File: config.mk
export PLATFORM = sky130hd
export DESIGN_NAME = stopwatch_ctrl
export DESIGN_NICKNAME = d
export VERILOG_FILES = /design/src/rtl/stopwatch_ctrl.sv
export SDC_FILE = /design/constraint.sdc
export NUM_CORES = 1
export LEC_CHECK = 0
export CAP_MARGIN = 20
export CORE_UTILIZATION = 50
export DETAILED_ROUTE_END_ITERATION = 8
export PLACE_DENSITY = 0.66
export SYNTH_ARGS = -nofsm -noshare
export SYNTH_HDL_FRONTEND = slang
export SYNTH_SLANG_ARGS = --single-unit
File: constraint.sdc
create_clock -name clk -period 4 [get_ports clk]
set_clock_uncertainty 0.2 [all_clocks]
set_input_delay 0.8 -clock clk [delete_from_list [all_inputs] [get_ports clk]]
set_output_delay 0.8 -clock clk [all_outputs]
set_load 0.005 [all_outputs]
File: src/rtl/stopwatch_ctrl.sv
// -----------------------------------------------------------------------------
// stopwatch_ctrl
//
// Front-end controller for the stopwatch timing datapath.
// - Conditions the raw S0..S4 buttons and the SW7 mode switch. Each input goes
//   through a 2-FF synchroniser and a stability-counter debouncer. Each button
//   gives one single-cycle pulse on the rising edge of its debounced level.
// - Owns the IDLE/RUN/PAUSE/ALARM state machine, the tick divider and the
//   alarm-duration counter.
//
// Handshake/strobe semantics: there are no valid/ready pairs. Every strobe
// output (tick, clr, inc_min, inc_hour) is a single-cycle pulse that the
// datapath consumes on the next rising clk edge. Levels (run, alarm, mode,
// state) are stable between edges.
//
// Ports:
//   clk, rst_n        system clock, asynchronous active-low reset
//   btn_clear/start/stop/min/hour   raw buttons S0..S4, active-high
//   sw_countdown      raw SW7, 1 = count down
//   time_zero         datapath reports all digits zero
//   tick              one-cycle count strobe (RUN only)
//   clr               one-cycle synchronous clear to the datapath
//   run               high in RUN
//   mode              latched count direction (1 = down)
//   inc_min/inc_hour  one-cycle set pulses (IDLE/PAUSE, countdown mode only)
//   alarm             high in ALARM
//   state             debug view of the FSM: IDLE=0, RUN=1, PAUSE=2, ALARM=3
// -----------------------------------------------------------------------------
module stopwatch_ctrl #(
    parameter int CLK_HZ      = 100000000,
    parameter int TICK_HZ     = 100,
    parameter int DB_CYCLES   = 2000000,
    parameter int ALARM_TICKS = 300
) (
    input  logic       clk,
    input  logic       rst_n,
    input  logic       btn_clear,
    input  logic       btn_start,
    input  logic       btn_stop,
    input  logic       btn_min,
    input  logic       btn_hour,
    input  logic       sw_countdown,
    input  logic       time_zero,
    output logic       tick,
    output logic       clr,
    output logic       run,
    output logic       mode,
    output logic       inc_min,
    output logic       inc_hour,
    output logic       alarm,
    output logic [1:0] state
);

    localparam int DIV    = CLK_HZ / TICK_HZ;
    localparam int DIV_W  = (DIV > 1) ? $clog2(DIV) : 1;
    localparam int AL_W   = (ALARM_TICKS > 1) ? $clog2(ALARM_TICKS) : 1;
    localparam int DB_W   = (DB_CYCLES > 1) ? $clog2(DB_CYCLES) : 1;
    localparam int NUM_IN = 6;

    localparam logic [DIV_W-1:0] DIV_LAST = DIV_W'(DIV - 1);
    localparam logic [AL_W-1:0]  AL_LAST  = AL_W'(ALARM_TICKS - 1);
    localparam logic [DB_W-1:0]  DB_LAST  = DB_W'(DB_CYCLES - 1);

    // Input bit positions in the conditioning vectors.
    localparam int I_CLEAR = 0;
    localparam int I_START = 1;
    localparam int I_STOP  = 2;
    localparam int I_MIN   = 3;
    localparam int I_HOUR  = 4;
    localparam int I_SW    = 5;

    typedef enum logic [1:0] {
        ST_IDLE  = 2'd0,
        ST_RUN   = 2'd1,
        ST_PAUSE = 2'd2,
        ST_ALARM = 2'd3
    } state_t;

    // ------------------------------------------------------------------
    // Input conditioning
    // ------------------------------------------------------------------
    logic [NUM_IN-1:0] raw;
    logic [NUM_IN-1:0] sync1;
    logic [NUM_IN-1:0] sync2;
    logic [NUM_IN-1:0] db_lvl;
    logic [DB_W-1:0]   db_cnt [NUM_IN];
    logic [4:0]        db_prev;   // buttons only; the switch is used as a level
    logic [4:0]        pulse;

    assign raw = {sw_countdown, btn_hour, btn_min, btn_stop, btn_start, btn_clear};

    always_ff @(posedge clk or negedge rst_n) begin
        if (!rst_n) begin
            sync1   <= '0;
            sync2   <= '0;
            db_lvl  <= '0;
            db_prev <= '0;
            for (int i = 0; i < NUM_IN; i++) begin
                db_cnt[i] <= '0;
            end
        end else begin
            sync1   <= raw;
            sync2   <= sync1;
            db_prev <= db_lvl[4:0];
            for (int i = 0; i < NUM_IN; i++) begin
                if (sync2[i] == db_lvl[i]) begin
                    db_cnt[i] <= '0;
                end else if (db_cnt[i] == DB_LAST) begin
                    // Stable for DB_CYCLES cycles: accept the new level.
                    db_lvl[i] <= sync2[i];
                    db_cnt[i] <= '0;
                end else begin
                    db_cnt[i] <= db_cnt[i] + 1'b1;
                end
            end
        end
    end

    // Rising edge of the debounced level: one pulse per press, no repeat.
    assign pulse = db_lvl[4:0] & ~db_prev;

    logic p_clear, p_start, p_stop, p_min, p_hour;
    assign p_clear = pulse[I_CLEAR];
    assign p_start = pulse[I_START];
    assign p_stop  = pulse[I_STOP];
    assign p_min   = pulse[I_MIN];
    assign p_hour  = pulse[I_HOUR];

    // ------------------------------------------------------------------
    // FSM, divider and alarm counter
    // ------------------------------------------------------------------
    state_t           state_q, state_d;
    logic [DIV_W-1:0] div_q, div_d, div_next;
    logic [AL_W-1:0]  al_q, al_d;
    logic             mode_q;
    logic             div_wrap;
    logic             zero_hit;
    logic             set_ok;
    logic             clr_c, inc_min_c, inc_hour_c, tick_c;

    assign div_wrap = (div_q == DIV_LAST);
    assign div_next = div_wrap ? '0 : div_q + 1'b1;

    // Countdown has reached zero: the datapath must not see another tick.
    assign zero_hit = mode_q && time_zero;

    // Set pulses only act when no higher-priority pulse is present.
    assign set_ok = mode_q && !p_clear && !p_stop && !p_start;

    always_ff @(posedge clk or negedge rst_n) begin
        if (!rst_n) begin
            state_q <= ST_IDLE;
            div_q   <= '0;
            al_q    <= '0;
            mode_q  <= 1'b0;
        end else begin
            state_q <= state_d;
            div_q   <= div_d;
            al_q    <= al_d;
            // Direction can only change while the counter is not moving.
            if (state_q == ST_IDLE || state_q == ST_PAUSE) begin
                mode_q <= db_lvl[I_SW];
            end
        end
    end

    always_comb begin
        state_d    = state_q;
        div_d      = div_q;
        al_d       = al_q;
        clr_c      = 1'b0;
        inc_min_c  = 1'b0;
        inc_hour_c = 1'b0;

        // tick follows the divider whenever RUN, independent of pulses.
        tick_c = (state_q == ST_RUN) && div_wrap && !zero_hit;

        if (p_clear) begin
            clr_c   = 1'b1;
            state_d = ST_IDLE;
            div_d   = '0;
            al_d    = '0;
        end else begin
            case (state_q)
                ST_IDLE: begin
                    if (!p_stop && p_start && !zero_hit) begin
                        state_d = ST_RUN;
                    end
                    inc_min_c  = set_ok && p_min;
                    inc_hour_c = set_ok && p_hour;
                end
                ST_RUN: begin
                    // The divider advances in every RUN cycle, including the
                    // one that leaves RUN, so a pause resumes on the same phase.
                    div_d = div_next;
                    if (p_stop) begin
                        state_d = ST_PAUSE;
                    end else if (zero_hit) begin
                        state_d = ST_ALARM;
                        al_d    = '0;
                    end
                end
                ST_PAUSE: begin
                    if (!p_stop && p_start) begin
                        state_d = ST_RUN;
                    end
                    inc_min_c  = set_ok && p_min;
                    inc_hour_c = set_ok && p_hour;
                end
                ST_ALARM: begin
                    div_d = div_next;
                    if (p_start || p_stop) begin
                        // Silence: back to IDLE without clearing the datapath.
                        state_d = ST_IDLE;
                    end else if (div_wrap) begin
                        if (al_q == AL_LAST) begin
                            state_d = ST_IDLE;
                            al_d    = '0;
                        end else begin
                            al_d = al_q + 1'b1;
                        end
                    end
                end
                default: begin
                    state_d = ST_IDLE;
                end
            endcase
        end
    end

    assign tick     = tick_c;
    assign clr      = clr_c;
    assign run      = (state_q == ST_RUN);
    assign alarm    = (state_q == ST_ALARM);
    assign mode     = mode_q;
    assign inc_min  = inc_min_c;
    assign inc_hour = inc_hour_c;
    assign state    = state_q;

endmodule

==> Word level (Yosys, flattened, before mapping) <==
Cells that the tools add are included.
{ "op_classes": {"n_addsub": 8, "n_eq_ne": 26, "mux": 36, "bitwise": 8, "n_reduce_logical": 29} }
{ "op_table": {"columns": ["cell", "n"], "rows": [
  ["21-bit two-way mux", 12],
  ["21-bit by 1-bit adder with 21-bit output (second input constant)", 6],
  ["21-bit == test (second input constant)", 6],
  ["20-bit two-way mux", 3],
  ["9-bit two-way mux", 6],
  ["20-bit by 1-bit adder with 20-bit output (second input constant)", 1],
  ["20-bit == test (second input constant)", 1],
  ["9-bit one-hot mux with 2 select lines", 1],
  ["2-bit two-way mux", 8],
  ["4-bit by 1-bit != test with 1-bit output (second input constant)", 3],
  ["2-bit AND reduction", 6],
  ["1-bit logical AND", 10],
  ["5-bit AND reduction", 2],
  ["9-bit by 1-bit adder with 9-bit output (second input constant)", 1],
  ["9-bit == test (second input constant)", 1],
  ["2-bit one-hot mux with 4 select lines", 1],
  ["1-bit == test", 6],
  ["3-bit by 1-bit != test with 1-bit output (second input constant)", 2],
  ["3-bit by 2-bit != test with 1-bit output (second input constant)", 2],
  ["3-bit != test (second input constant)", 2],
  ["1-bit NOT", 6],
  ["5-bit bitwise AND", 1],
  ["1-bit two-way mux", 5],
  ["5-bit NOT", 1],
  ["8 further kinds", 14]
]} }
{ "totals": {"register_bits": 181, "inputBits": 9, "output_inout_bits": 9} }

==> Logic depth before layout (Yosys ltp) <==
Gate-level depths: netlist of run 1.
{ "depth": {"ltp_word": 9, "ltp_mapped": 8} }

==> Worst setup path before layout of run 1 <==
No wires, ideal clock.
{ "synth_path": {"path_kind": "register to output", "start": "register div_q[0]", "end": "output tick", "arrival_ns": 1.496, "path_slack_ns": 1.504, "path_stages_with_launch": 7, "cell_sequence": "dfrtp_1 > ha_1 > and4_1 > nand4_1 > or2_2 > clkbuf_1 > nor2_1"} }
{ "synth_via": {"elab_chain_len": 3} }
{ "synth_rtl": {"columns": ["element", "line", "rtl"], "rows": [
  ["from (decl)", "133", "logic [DIV_W-1:0] div_q, div_d, div_next;"],
  ["from (signal assigned)", "158", "div_q <= div_d;"],
  ["20-bit == test", "141", "assign div_wrap = (div_q == DIV_LAST);"],
  ["1-bit logical AND (2 in a row)", "176", "tick_c = (state_q == ST_RUN) && div_wrap && !zero_hit;"],
  ["to (decl)", "44", "output logic tick,"]
]} }
No other way between the ends.

==> Worst setup path in the final report of run 1 <==
{ "layout_path": {"start": "register db_lvl[0]", "end": "output inc_min"} }
{ "layout_via": {"elab_chain_len": 8} }
{ "layout_rtl": {"columns": ["element", "line", "rtl"], "rows": [
  ["from (decl)", "85", "logic [NUM_IN-1:0] db_lvl;"],
  ["from (signal, indexed assignment)", "110", "db_lvl[i] <= sync2[i];"],
  ["5-bit bitwise AND (*)", "120", "assign pulse = db_lvl[4:0] & ~db_prev;"],
  ["1-bit logical NOT", "148", "assign set_ok = mode_q && !p_clear && !p_stop && !p_start;"],
  ["1-bit logical AND (3 in a row)", "148", null],
  ["1-bit logical AND", "189, 207", null],
  ["1-bit two-way mux", null, null],
  ["1-bit two-way mux (*)", "178", "if (p_clear) begin"],
  ["to (decl)", "48", "output logic inc_min,"]
]} }
Mark *: on every way between the ends. The rest lies on a longest branch, timed or not.

==> results of run 1 <==
==> worst max-delay path, cell delays in order (launching register included) <==
cell and delay [ns]:
dfrtp_1 0.41, nand2b_1 0.29, inv_1 0.10, nor2_1 0.25
nand4_1 0.24, nor3b_1 0.34, clkdlybuf4s50_1 0.57
==> power groups by stage <==
| stage | sequential [mW] | combinational, mW | clock (mW) |
|---|---|---|---|
| final | 1.87 | 0.0980 | 1.68 |
| after detailed placement | 1.90 | 0.103 | 0 |
| after global placement | 1.90 | 0.103 | 0 |
| after CTS | 1.87 | 0.103 | 1.72 |
| after floorplan | 1.90 | 0.0453 | 0 |
| after global routing | 1.87 | 0.116 | 1.81 |
==> Yosys cell counts, drive strengths merged, types with 2 or more instances <==
cell type | instances | share of area, %
a21oi | 7 | 0.40
a31oi | 3 | 0.22
and2 | 6 | 0.45
and3 | 16 | 1.2
and4 | 23 | 2.3
buf | 4 | 0.33
clkbuf | 17 | 0.73
dfrtp | 181 | 52
ha | 8 | 1.2
inv | 23 | 0.99
mux2 | 7 | 0.91
nand2 | 63 | 2.7
nand3 | 49 | 2.8
nand3b | 2 | 0.17
nand4 | 47 | 3.4
nor2 | 179 | 7.7
nor2b | 7 | 0.50
nor3 | 24 | 1.4
nor3b | 5 | 0.43
nor4 | 4 | 0.29
nor4b | 16 | 1.9
o21ai | 5 | 0.33
o31ai | 7 | 0.60
o41ai | 2 | 0.29
or2 | 9 | 0.65
or2b | 2 | 0.19
or3 | 3 | 0.22
or4 | 2 | 0.17
or4b | 2 | 0.23
xnor2 | 62 | 6.2
xor2 | 71 | 7.1
==> flip-flops by register name, summed over array words and instances, names as in the netlist <==
name and flops:
db_cnt 126, div_q 20, al_q 9, db_lvl 6, sync1 6, sync2 6, db_prev 5, state 2
mode 1
==> area by class of cell <==
cell class | instances | area [sq um] | area share, %
Clock buffer | 17 | 425 | 4.38
Clock inverter | 15 | 173 | 1.78
Inverter | 24 | 90.1 | 0.928
Multi-Input combinational cell | 650 | 3990 | 41.1
Sequential cell | 181 | 4530 | 46.7
Tap cell | 220 | 275 | 2.84
Timing Repair Buffer | 22 | 224 | 2.31
==> worst max path at each step <==
stage	from	endpoint
after floorplan	div_q[0]$_DFFE_PN0P_	tick
after global placement	db_lvl[0]$_DFFE_PN0P_	inc_min
after detailed placement	db_lvl[0]$_DFFE_PN0P_	inc_min
after CTS	db_lvl[0]$_DFFE_PN0P_	inc_min
after global routing	db_lvl[0]$_DFFE_PN0P_	inc_min
final	db_lvl[0]$_DFFE_PN0P_	inc_min
==> through the flow <==
stage	instances	worst slack, ns
3_5_place_dp	1097	0.836
4_1_cts	1129	0.360
2_1_floorplan	876	1.50
3_3_place_gp	1097	0.831
6_report	1129	0.361
5_1_grt	1129	0.157
==> cells by family (layout without fill, tap and decap cells) <==
| group | Yosys count | after routing | share of synthesized area (%) |
|---|---|---|---|
| AO/OA/AOI/OAI | 37 | 37 | 3.11 |
| XOR/XNOR | 133 | 133 | 13.4 |
| adder cells (fa/ha/maj) | 8 | 8 | 1.15 |
| buffers and inverters | 45 | 78 | 2.10 |
| flip-flops | 181 | 181 | 52.1 |
| multiplexers | 8 | 8 | 1.02 |
| AND/OR/NAND/NOR | 464 | 464 | 27.2 |
==> routing by layer <==
metal / vias to the layer above / routed length, um / GRT usage (%)
li1: 3051 / - / -
met1: 2991 / 8280 / 28.9
met4: 0 / 131 / 5.81
met5: - / 0 / 0
met3: 9 / 437 / 4.23
met2: 68 / 7380 / 29.3
==> load_flow_metrics.sql, run 1 <==
INSERT INTO impl_metrics (metric_group, metric, value, unit) VALUES
('detailed_routing', 'route.detailed.drc', '0', ''),
('hold_path', 'hold_end', 'sync2[1]$_DFF_PN0_', ''),
('pwr', 'clock_power_share', '46.1', '%'),
('place', 'place.gp.congestion', '0.850', ''),
('floorplan', 'core_area', '16800', 'sq um'),
('timing', 'final_hold_viol_count', '0', ''),
('hold_path', 'worst_hold_startpoint', 'sync1[1]$_DFF_PN0_', ''),
('pwr', 'cellPowerDensity', '376', 'nW/um^2'),
('pwr', 'power.total', '3.64', 'mW'),
('detailed_routing', 'detail_route.wl_per_cell', '14.4', 'um'),
('cts', 'post_cts_hold_buffer_count', '0', ''),
('cts', 'clock_latency', '0.43', 'ns'),
('synth', 'synthCells', '876', ''),
('synth', 'synth_cell_type_count', '61', ''),
('global_routing', 'grt-ovfl-total', '0', ''),
('cells_and_area', 'fin_util', '57.9', '%'),
('synth', 'edff_count_synth', '0', ''),
('cts', 'cts_sinks', '181', ''),
('synth', 'postSynth.asyncResetShare', '100', '%'),
('detailed_routing', 'route.vias.total', '6119', ''),
('cells_and_area', 'area.growth.synth_to_final', '11.5', '%'),
('hold_path', 'holdPathStages', '0', ''),
('timing', 'tightest_hold_margin', '0.149', 'ns'),
('flow_run', 'maxCapViolations', '0', ''),
('floorplan', 'fp.dieArea', '17900', 'sq um'),
('synth', 'yosys_warnings', '0', ''),
('floorplan', 'die_height', '134', 'um'),
('synth', 'synth_seq_cells', '181', ''),
('timing', 'clock.fmax', '275', 'MHz'),
('hold_path', 'worstHoldPathType', 'reg -> reg', ''),
('cells_and_area', 'most-common-layout-cells', 'dfrtp_1, nor2_1, xor2_1', ''),
('global_routing', 'via_count_of_the_first_global_routing_pass', '5876', ''),
('synth', 'post_synth_instance_area', '8700', 'sq um'),
('worst_setup_path', 'worst-endpoint-arrival', '2.64', 'ns'),
('cts', 'cts-buffers-inserted', '17', ''),
('cells_and_area', 'post_route_cells_drive_above_1_share', '7.04', '%'),
('cts', 'cts-root-to-sink-buffers', '2', ''),
('cells_and_area', 'postLayoutCellArea', '9700', 'sq um'),
('timing', 'setup-tns-final', '0', 'ns'),
('detailed_routing', 'detail_route.iter0.violations', '254', ''),
('pwr', 'sw_frac_of_total', '22.8', '%'),
('detailed_routing', 'drt-total-wl', '16.2', 'mm'),
('detailed_routing', 'drt_first_pass_iters', '4', ''),
('cells_and_area', 'layout.nets', '913', ''),
('worst_setup_path', 'start_kind', 'register', ''),
('detailed_routing', 'ant_nets', '0', ''),
('floorplan', 'floorplan.initialDensity', '51.9', '%'),
('cts', 'cts.htree.levels', '4', ''),
('timing', 'timing.final.crit_share', '91.0', '%'),
('place', 'portBuffers', '17', ''),
('pwr', 'p_comb_share', '2.7', '%'),
('worst_setup_path', 'worst_setup_path_end_kind', 'primary output', ''),
('pwr', 'power.share.sequential', '51.2', '%'),
('pwr', 'ir_worst_vdd', '0.309', 'mV'),
('pwr', 'leakage', '4.08', 'nW'),
('synth', 'syn_avg_cell_area', '9.93', 'sq um'),
('global_routing', 'grt_usage', '19.7', '%'),
('worst_setup_path', 'critPathRequiredTime', '3.00', 'ns'),
('cells_and_area', 'antennaDiodeCount', '0', ''),
('cts', 'tritoncts', 'built', ''),
('cts', 'clkTransAtPathRegs', '0.06', 'ns'),
('global_routing', 'antenna_found_initial', '0', ''),
('timing', 'final_period_minus_worst_setup_slack', '3.64', 'ns'),
('worst_setup_path', 'rr_worst_depth', '6', ''),
('cts', 'post-cts-setup-buffers', '0', ''),
('run_status', 'run_status', 'complete, no violations', ''),
('timing', 'slew-limit-headroom', '49.6', '%'),
('timing', 'slew_viol_final', '0', ''),
('worst_setup_path', 'critical_path.max_fanout', '8', ''),
('cells_and_area', 'fillers', '1450', ''),
('cells_and_area', 'final_common_cell', 'dfrtp_1', '');
Note: power is estimated with default switching activity, not from simulation.
==> run 2, diff against run 1 <==
--- a/config.mk
+++ b/config.mk
@@ -6,4 +6,5 @@
 export NUM_CORES = 1
 export LEC_CHECK = 0
+export ABC_CLOCK_PERIOD_IN_PS = 4000
 export CAP_MARGIN = 20
 export CORE_UTILIZATION = 50
==> constraint.sdc (replaced) <==
create_clock -name clk -period 4 [get_ports clk]
set_clock_uncertainty 0.2 [all_clocks]
set_input_delay 0.8 -clock clk [delete_from_list [all_inputs] [get_ports clk]]
set_output_delay 0.8 -clock clk [all_outputs]
set_load 0.01 [all_outputs]
==> load_flow_metrics.sql, run 2 (synthesis gave the netlist of run 1 again) <==
INSERT INTO impl_metrics (metric_group, metric, value, unit) VALUES
('worst_setup_path', 'critical_path.max_fanout', '8', ''),
('floorplan', 'num_rows', '47', ''),
('detailed_routing', 'met3_wirelength', '419', 'um'),
('cells_and_area', 'layout.nets', '913', ''),
('detailed_routing', 'wl_met2', '7.20', 'mm'),
('cells_and_area', 'area.growth.synth_to_final', '11.8', '%'),
('cts', 'postCtsResizedCells', '0', ''),
('cells_and_area', 'post_route_cells_drive_above_1_share', '7.04', '%'),
('cts', 'clock_tree.root_cell', 'clkbuf_16', ''),
('cts', 'clock_latency', '0.43', 'ns'),
('cells_and_area', 'final_common_cell', 'dfrtp_1', ''),
('cells_and_area', 'registers.top_by_ff_count', 'db_cnt', ''),
('floorplan', 'die_height', '134', 'um'),
('pwr', 'cellPowerDensity', '386', 'nW/um^2'),
('detailed_routing', 'top_layer', 'met4', ''),
('timing', 'slew_viol_final', '0', ''),
('detailed_routing', 'ant_nets', '0', ''),
('timing', 'clock.fmax', '274', 'MHz'),
('timing', 'slew-limit-headroom', '47.7', '%'),
('cts', 'clkTransAtPathRegs', '0.06', 'ns'),
('cells_and_area', 'top_regs', 'db_cnt: 126 flops, div_q: 20 flops, al_q: 9 flops', ''),
('global_routing', 'grt_usage', '19.2', '%'),
('worst_setup_path', 'worst_setup_path_end_kind', 'primary output', ''),
('global_routing', 'grt-ovfl-total', '0', ''),
('cts', 'tritoncts', 'built', ''),
('cells_and_area', 'most-common-layout-cells', 'dfrtp_1, nor2_1, xor2_1', ''),
('worst_setup_path', 'rr_worst_depth', '6', ''),
('run_status', 'run_status', 'complete, no violations', ''),
('place', 'dpl-instance-area', '9090', 'sq um'),
('detailed_routing', 'drt_first_pass_iters', '5', ''),
('cts', 'cts.htree.levels', '4', ''),
('worst_setup_path', 'path_cells', 'nand2b_1 > inv_1 > nor2_1 > nand4_1 > nor3b_1 > clkdlybuf4s50_1', ''),
('cts', 'cts-buffers-inserted', '17', ''),
('pwr', 'leakage', '4.12', 'nW'),
('floorplan', 'floorplan.initialDensity', '51.9', '%'),
('worst_setup_path', 'worst-endpoint-arrival', '2.65', 'ns'),
('detailed_routing', 'detail_route.wl_per_cell', '14.1', 'um'),
('cts', 'cts_sinks', '181', ''),
('timing', 'timing.final.crit_share', '91.2', '%'),
('timing', 'finalSetupViolCount', '0', ''),
('global_routing', 'via_count_of_the_first_global_routing_pass', '5718', ''),
('worst_setup_path', 'critical_path_class', 'reg -> out', ''),
('cells_and_area', 'fillers', '1426', ''),
('hold_path', 'worstHoldPathType', 'reg -> reg', ''),
('global_routing', 'first_pass_grt_wire_length', '27.9', 'mm'),
('cells_and_area', 'postLayoutCellArea', '9730', 'sq um'),
('pwr', 'ir_worst_vdd', '0.291', 'mV'),
('timing', 'setup-tns-final', '0', 'ns'),
('floorplan', 'num_io_pins', '18', ''),
('pwr', 'power.total', '3.76', 'mW'),
('cells_and_area', 'largest_register_ff_count', '126', ''),
('cells_and_area', 'final-seq-area', '4530', 'sq um'),
('place', 'place.gp.congestion', '0.842', ''),
('timing', 'final_period_minus_worst_setup_slack', '3.65', 'ns'),
('detailed_routing', 'vias_per_cell', '5.39', ''),
('cts', 'post-cts-setup-buffers', '0', ''),
('detailed_routing', 'drt-total-wl', '16.0', 'mm'),
('timing', 'tightestPinTransition', '0.779', 'ns'),
('place', 'hpwl', '10.7', 'mm'),
('floorplan', 'die_width', '134', 'um'),
('floorplan', 'fp.dieArea', '17900', 'sq um'),
('detailed_routing', 'route.detailed.drc', '0', ''),
('cts', 'post_cts_hold_buffer_count', '0', ''),
('place', 'dpl.cell_count', '1097', ''),
('cells_and_area', 'fin_cells', '1129', ''),
('hold_path', 'holdPathStages', '0', ''),
('detailed_routing', 'routedLengthMet1', '8.21', 'mm'),
('timing', 'final_hold_viol_count', '0', ''),
('cells_and_area', 'antennaDiodeCount', '0', ''),
('global_routing', 'grt_start_max_net_pins', '83', ''),
('timing', 'unrepaired_setup_endpoints_after_global_routing', 'no', ''),
('flow_run', 'maxCapViolations', '0', ''),
('worst_setup_path', 'worst_path_largest_cell_delay', '0.59', 'ns'),
('worst_setup_path', 'start_kind', 'register', ''),
('global_routing', 'antenna_found_initial', '0', ''),
('cells_and_area', 'multi_input_comb_area', '3990', 'sq um'),
('detailed_routing', 'route.vias.total', '6080', ''),
('place', 'portBuffers', '17', ''),
('worst_setup_path', 'rrSetupSlack', '1.24', 'ns'),
('cts', 'cts-root-to-sink-buffers', '2', ''),
('worst_setup_path', 'critPathRequiredTime', '3.00', 'ns'),
('worst_setup_path', 'cpMaxStageDelayCell', 'clkdlybuf4s50_1', ''),
('detailed_routing', 'detail_route.iter0.violations', '385', ''),
('floorplan', 'core_area', '16800', 'sq um');
-- run 2: routing by layer --
metal / vias up / track usage, %
met4: 0 / 5.05
met3: 12 / 4.12
met1: 2938 / 28.2
met2: 81 / 28.8
met5: - / 0
li1: 3049 / -
-- run 2: final cells by class --
cell class                      instances  share of cell area (%)
Sequential cell                       181                    46.6
Multi-Input combinational cell        650                    41.0
Clock buffer                           18                    4.51
Tap cell                              220                    2.83
Timing Repair Buffer                   22                    2.17
Clock inverter                         14                    2.02
Inverter                               24                   0.926
-- run 2: power by group --
group          internal [mW]  switching (mW)  total, mW
Clock                   1.07           0.723       1.79
Combinational         0.0279          0.0698     0.0977
Sequential              1.85          0.0174       1.87
-- run 2: worst paths after layout --
check,startpoint,to
max,db_lvl[0]$_DFFE_PN0P_,inc_min
max in group asynchronous,rst_n,db_cnt[98]$_DFF_PN0_
max reg2reg,db_lvl[0]$_DFFE_PN0P_,al_q[7]$_DFFE_PN0P_
min reg2reg,sync1[2]$_DFF_PN0_,sync2[2]$_DFF_PN0_
min,sync1[2]$_DFF_PN0_,sync2[2]$_DFF_PN0_
min in group asynchronous,rst_n,al_q[3]$_DFFE_PN0P_
-- run 2: critical path: cells and delay by family (launching register included) --
kind	cells	cell delay, ns
and+or+nand+nor	4	1.12
buffers and inverters	2	0.69
DFF	1	0.41
-- run 2: through the flow --
stage	util (%)	hold WS [ns]	setup slack, ns
5_1_grt	58.1	0.152	0.115
3_3_place_gp	54.3	0.134	0.786
6_report	58.1	0.149	0.352
4_1_cts	58.1	0.151	0.316
2_1_floorplan	-	0.131	1.42
3_5_place_dp	54.3	0.136	0.791
